$ cat src/rtl/or1200_refill_pkg.sv
// Shared types and constants for the IC/DC refill arbiter: FSM states,
// owner encoding, default burst length and the line-offset field bounds.
package or1200_refill_pkg;

    typedef enum logic [1:0] {
        ST_IDLE    = 2'd0,
        ST_IC_XFER = 2'd1,
        ST_DC_XFER = 2'd2
    } state_e;

    localparam logic OWN_IC = 1'b0;
    localparam logic OWN_DC = 1'b1;

    localparam int BURST_BEATS_DEF = 4;

    // Word offset inside a 16-byte line; the only address bits a burst walks.
    localparam int OFS_HI = 3;
    localparam int OFS_LO = 2;

endpackage

$ cat src/rtl/or1200_refill_pick.sv
// Combinational two-way picker between the IC and DC refill requests.
// OR1200_REFILL_ARB_RR_EN selects round-robin; otherwise DC has fixed priority.
module or1200_refill_pick
    import or1200_refill_pkg::*;
(
    input  logic ic_req,
    input  logic dc_req,
    input  logic last,
    output logic pick_ic,
    output logic pick_dc
);

`ifdef OR1200_REFILL_ARB_RR_EN
    always_comb begin
        pick_ic = 1'b0;
        pick_dc = 1'b0;
        if (ic_req && dc_req) begin
            // Both asking: the side that did not finish most recently wins.
            if (last == OWN_DC) pick_ic = 1'b1;
            else                pick_dc = 1'b1;
        end else begin
            pick_ic = ic_req;
            pick_dc = dc_req;
        end
    end
`else
    logic unused_last;
    assign unused_last = last;

    always_comb begin
        pick_ic = 1'b0;
        pick_dc = 1'b0;
        pick_dc = dc_req;
        pick_ic = ic_req & ~dc_req;
    end
`endif

endmodule

$ cat src/rtl/or1200_refill_arb.sv
// Shares one BIU port between the IC and DC refill FSMs, holding the grant for a
// single beat or a critical-word-first line burst. Arbitration mode: OR1200_REFILL_ARB_RR_EN.
module or1200_refill_arb
    import or1200_refill_pkg::*;
#(
    parameter int BURST_BEATS = BURST_BEATS_DEF,
    parameter int AW          = 32,
    parameter int DW          = 32
) (
    input  logic          clk,
    input  logic          rst,
    input  logic          ic_req,
    input  logic          ic_burst,
    input  logic [AW-1:0] ic_addr,
    output logic          ic_ack,
    output logic          ic_err,
    output logic [DW-1:0] ic_dat,
    input  logic          dc_req,
    input  logic          dc_burst,
    input  logic [AW-1:0] dc_addr,
    input  logic          dc_we,
    input  logic [DW-1:0] dc_wdat,
    output logic          dc_ack,
    output logic          dc_err,
    output logic [DW-1:0] dc_dat,
    output logic          biu_cyc,
    output logic          biu_stb,
    output logic          biu_cab,
    output logic          biu_we,
    output logic [AW-1:0] biu_adr,
    output logic [DW-1:0] biu_wdat,
    input  logic          biu_ack,
    input  logic          biu_err,
    input  logic [DW-1:0] biu_dat,
    output logic          gnt_ic,
    output logic          gnt_dc
);

    localparam logic [1:0] CNT_BURST = 2'(BURST_BEATS - 1);

    state_e        state_q, state_d;
    logic [1:0]    cnt_q, cnt_d;
    logic [AW-1:0] adr_q, adr_d;
    logic          burst_q, burst_d;
    logic          we_q, we_d;
    logic          last_q, last_d;

    logic pick_ic, pick_dc;
    logic owner_req;
    logic owner;
    logic dc_line;

    or1200_refill_pick u_pick (
        .ic_req  (ic_req),
        .dc_req  (dc_req),
        .last    (last_q),
        .pick_ic (pick_ic),
        .pick_dc (pick_dc)
    );

    always_ff @(posedge clk or negedge rst) begin
        if (!rst) begin
            state_q <= ST_IDLE;
            cnt_q   <= 2'd0;
            adr_q   <= '0;
            burst_q <= 1'b0;
            we_q    <= 1'b0;
            last_q  <= OWN_DC;
        end else begin
            state_q <= state_d;
            cnt_q   <= cnt_d;
            adr_q   <= adr_d;
            burst_q <= burst_d;
            we_q    <= we_d;
            last_q  <= last_d;
        end
    end

    // A DC burst write is illegal and is demoted to a single-beat write.
    assign dc_line   = dc_burst & ~dc_we;
    assign owner     = (state_q == ST_DC_XFER) ? OWN_DC : OWN_IC;
    assign owner_req = (state_q == ST_DC_XFER) ? dc_req : ic_req;

    always_comb begin
        state_d = state_q;
        cnt_d   = cnt_q;
        adr_d   = adr_q;
        burst_d = burst_q;
        we_d    = we_q;
        last_d  = last_q;
        case (state_q)
            ST_IDLE: begin
                if (pick_dc) begin
                    state_d = ST_DC_XFER;
                    adr_d   = dc_addr;
                    burst_d = dc_line;
                    we_d    = dc_we;
                    cnt_d   = dc_line ? CNT_BURST : 2'd0;
                end else if (pick_ic) begin
                    state_d = ST_IC_XFER;
                    adr_d   = ic_addr;
                    burst_d = ic_burst;
                    we_d    = 1'b0;
                    cnt_d   = ic_burst ? CNT_BURST : 2'd0;
                end
            end
            ST_IC_XFER, ST_DC_XFER: begin
                if (biu_err || !owner_req) begin
                    state_d = ST_IDLE;
                end else if (biu_ack) begin
                    if (cnt_q != 2'd0) begin
                        cnt_d                = cnt_q - 2'd1;
                        adr_d[OFS_HI:OFS_LO] = adr_q[OFS_HI:OFS_LO] + 2'd1;
                    end else begin
                        state_d = ST_IDLE;
                        last_d  = owner;
                    end
                end
            end
            default: state_d = ST_IDLE;
        endcase
    end

    always_comb begin
        gnt_ic   = (state_q == ST_IC_XFER);
        gnt_dc   = (state_q == ST_DC_XFER);
        biu_cyc  = gnt_ic | gnt_dc;
        biu_stb  = gnt_ic | gnt_dc;
        biu_cab  = (gnt_ic | gnt_dc) & burst_q;
        biu_we   = gnt_dc & we_q;
        biu_adr  = (gnt_ic | gnt_dc) ? adr_q : '0;
        biu_wdat = gnt_dc ? dc_wdat : '0;
        ic_ack   = gnt_ic & biu_ack & ~biu_err;
        ic_err   = gnt_ic & biu_err;
        ic_dat   = gnt_ic ? biu_dat : '0;
        dc_ack   = gnt_dc & biu_ack & ~biu_err;
        dc_err   = gnt_dc & biu_err;
        dc_dat   = gnt_dc ? biu_dat : '0;
    end

endmodule

$ cat config.mk
export PLATFORM = sky130hd
export DESIGN_NAME = or1200_refill_arb
export DESIGN_NICKNAME = d
export VERILOG_FILES = /design/src/rtl/or1200_refill_pkg.sv /design/src/rtl/or1200_refill_pick.sv /design/src/rtl/or1200_refill_arb.sv
export SDC_FILE = /design/constraint.sdc
export NUM_CORES = 1
export LEC_CHECK = 0
export BUFFER_PORTS_ARGS = -buffer_cell sky130_fd_sc_hd__buf_2
export CAP_MARGIN = 0
export CORE_AREA = 3 3 106 108
export CTS_BUF_LIST = sky130_fd_sc_hd__clkbuf_2 sky130_fd_sc_hd__clkbuf_4 sky130_fd_sc_hd__clkbuf_8
export CTS_CLUSTER_SIZE = 24
export DETAILED_ROUTE_END_ITERATION = 10
export DIE_AREA = 0 0 109 111
export SLEW_MARGIN = 20
export SYNTH_ARGS = -nofsm -noshare
export SYNTH_HDL_FRONTEND = slang
export SYNTH_HIERARCHICAL = 1
export SYNTH_SLANG_ARGS = --single-unit
$ cat constraint.sdc
create_clock -name clk -period 2.4 [get_ports clk]
set_input_delay 0.72 -clock clk [delete_from_list [all_inputs] [get_ports clk]]
set_output_delay 0.72 -clock clk [all_outputs]
set_load 0.01 [all_outputs]
==> impl_metrics.toml <==
[flow_run]
drv_cap = 0

[routing]
route.detailed.drc = 0
vias_per_cell = 4.34
drt.antenna.violating_nets = 0
vias = 3235
wirelength_um = 10300
drt_iter0_markers = 126
dr.pass1.iters = 4
wl_per_cell_um = 13.8

[cells_and_area]
finalNetCount = 752
drive_above_1_share = 0.485
syn2layout_area_growth_pct = 56.5
antenna_cells = 0
stdcell_count = 746

[sta]
hold_violations = 0
tightest_slew_ns = 0.453
finalSetupTns_ns = 0
rsz0062_at_grt = "true"
finalCritPeriodShare = 0.973
clock.fmax_mhz = 428
fin_skew_ns = 0.00239
drv_slew = 0
layout_min_cycle_time_ns = 2.34
max_slew_margin = 0.689
setup_viol = 0

[setup_path]
end_kind = "output pin"
cp-start-kind = "flip-flop"
crit_chain = "inv_1 > ha_1 > buf_4 > and2_1 > buf_2"
critical-path-max-stage-delay_ns = 0.40
worstPathArrival_ns = 1.62
crit_type = "flip-flop to output pin"
slowest_stage = "dfrtp_1"
cp_num_buf_inv = 3
required_ns = 1.68
cp_top_family = "buffers and inverters"
cp_max_fo = 29

[logic_synthesis]
syn_inst = 344
synth_nets = 486
syn_area_um2 = 2860
ys_warn_count = 6
synth_area_per_cell_um2 = 8.33

[pwr]
p_per_area_nw_per_um2 = 980
peakVddDrop_mv = 0.370
power.leakage_nw = 2.67

[floorplanning]
coreArea_um2 = 10300
pin_count = 275
initial_utilization = 0.277
die_y_um = 111
die_w_um = 109
die-area_um2 = 12100
num_rows = 37

[clock_network]
cts.sinks = 38
htree_levels = 2
cts_buffer_depth = 2
numCtsBuffers = 5
clockRootBuffer = "clkbuf_8"
ctsHoldBuffers = 0
cts.reportedPaths.clkPinSlew_ns = 0.07
clk_latency_ns = 0.28
cts_tree = "yes"

[worst_hold_path]
hold_path.class = "input port to async pin"

[global_routing]
antenna_found_initial = 0
grt.total_usage = 0.162
grt-ovfl-total = 0
first_global_vias = 3231
grt_pass1_wl_um = 15800
grt_start_max_net_pins = 40

[placement]
port_buffers = 274
gp_congestion = 0.883
place_inst = 737
hpwl_um = 8800

[status]
status = "complete, no violations"
-- repair_timing --
item / in CTS / in global routing
endpoints found under the hold margin: 0 / 0
resized for setup: 1 / 0
setup buffers: 0 / 2
setup endpoints to repair: 5 / 38
-- worst paths after layout --
path                       cells after the start     endpoint  slack, ns       start
setup / recovery                               5  biu_wdat[1]       0.06  state_q[0]
hold / removal                                 1     adr_q[5]       0.25         rst
setup reg to reg                               7     adr_q[3]       0.43  state_q[1]
hold reg to reg                                2     adr_q[0]       0.48    adr_q[0]
max in group asynchronous                      2    adr_q[16]       1.66         rst
min in group clk                               2     adr_q[0]       0.48    adr_q[0]
-- routing by layer --
metal / vias to the layer above / track usage / routed length [um] / part of all wire
met3: 12 / 0.0309 / 957 / 0.093
li1: 1654 / - / - / -
met4: 0 / 0.0261 / 91 / 0.0088
met5: - / 0 / 0 / 0
met1: 1416 / 0.195 / 4060 / 0.39
met2: 153 / 0.297 / 5220 / 0.51
-- flip-flops by register name (all words and copies together) (netlist names) --
name	count
cnt_q	2
adr_q	32
we_q	1
burst_q	1
state_q	2
-- power by group --
part	internal (mW)	total (mW)	leakage [nW]	switching [mW]
sequential	0.952	1.11	0.464	0.162
clock	0.210	0.426	0.0407	0.215
combinational	1.28	2.85	2.17	1.57
-- through the flow --
stage	total power, mW	hold slack [ns]	utilization	setup slack [ns]	instance area [um2]
floorplan	2.82	0.424	-	0.0560	2860
global placement	3.94	0.461	0.424	0.348	4380
detailed placement	4.00	0.467	0.424	0.282	4380
CTS	4.45	0.241	0.433	0.00225	4470
global route	4.85	0.240	0.434	-0.0361	4480
finish	4.39	0.250	0.434	0.0645	4480
-- cell usage in the layout, fill, tap and decap left out, drive strengths merged, types with 2 or more instances in the layout --
master and count:
nand3 2, nand2 33, dfrtp 38, nor2 2, inv 8, and2 131
a21oi 5, nand2b 5, a22o 2, o21ai 34, buf 287, and3b 2
ha 5, mux2i 34, clkbuf 6, nor3 2
-- area by class of cell --
| class | instances | area (um2) |
|---|---|---|
| sequential | 38 | 951 |
| inverter | 8 | 30.0 |
| timing repair buffer | 287 | 1490 |
| clock inverter | 1 | 7.51 |
| multi-input combinational | 270 | 1760 |
| tap | 136 | 170 |
| fill | 1070 | 5840 |
| clock buffer | 6 | 76.3 |
Note: power is estimated with default switching activity, not from simulation.
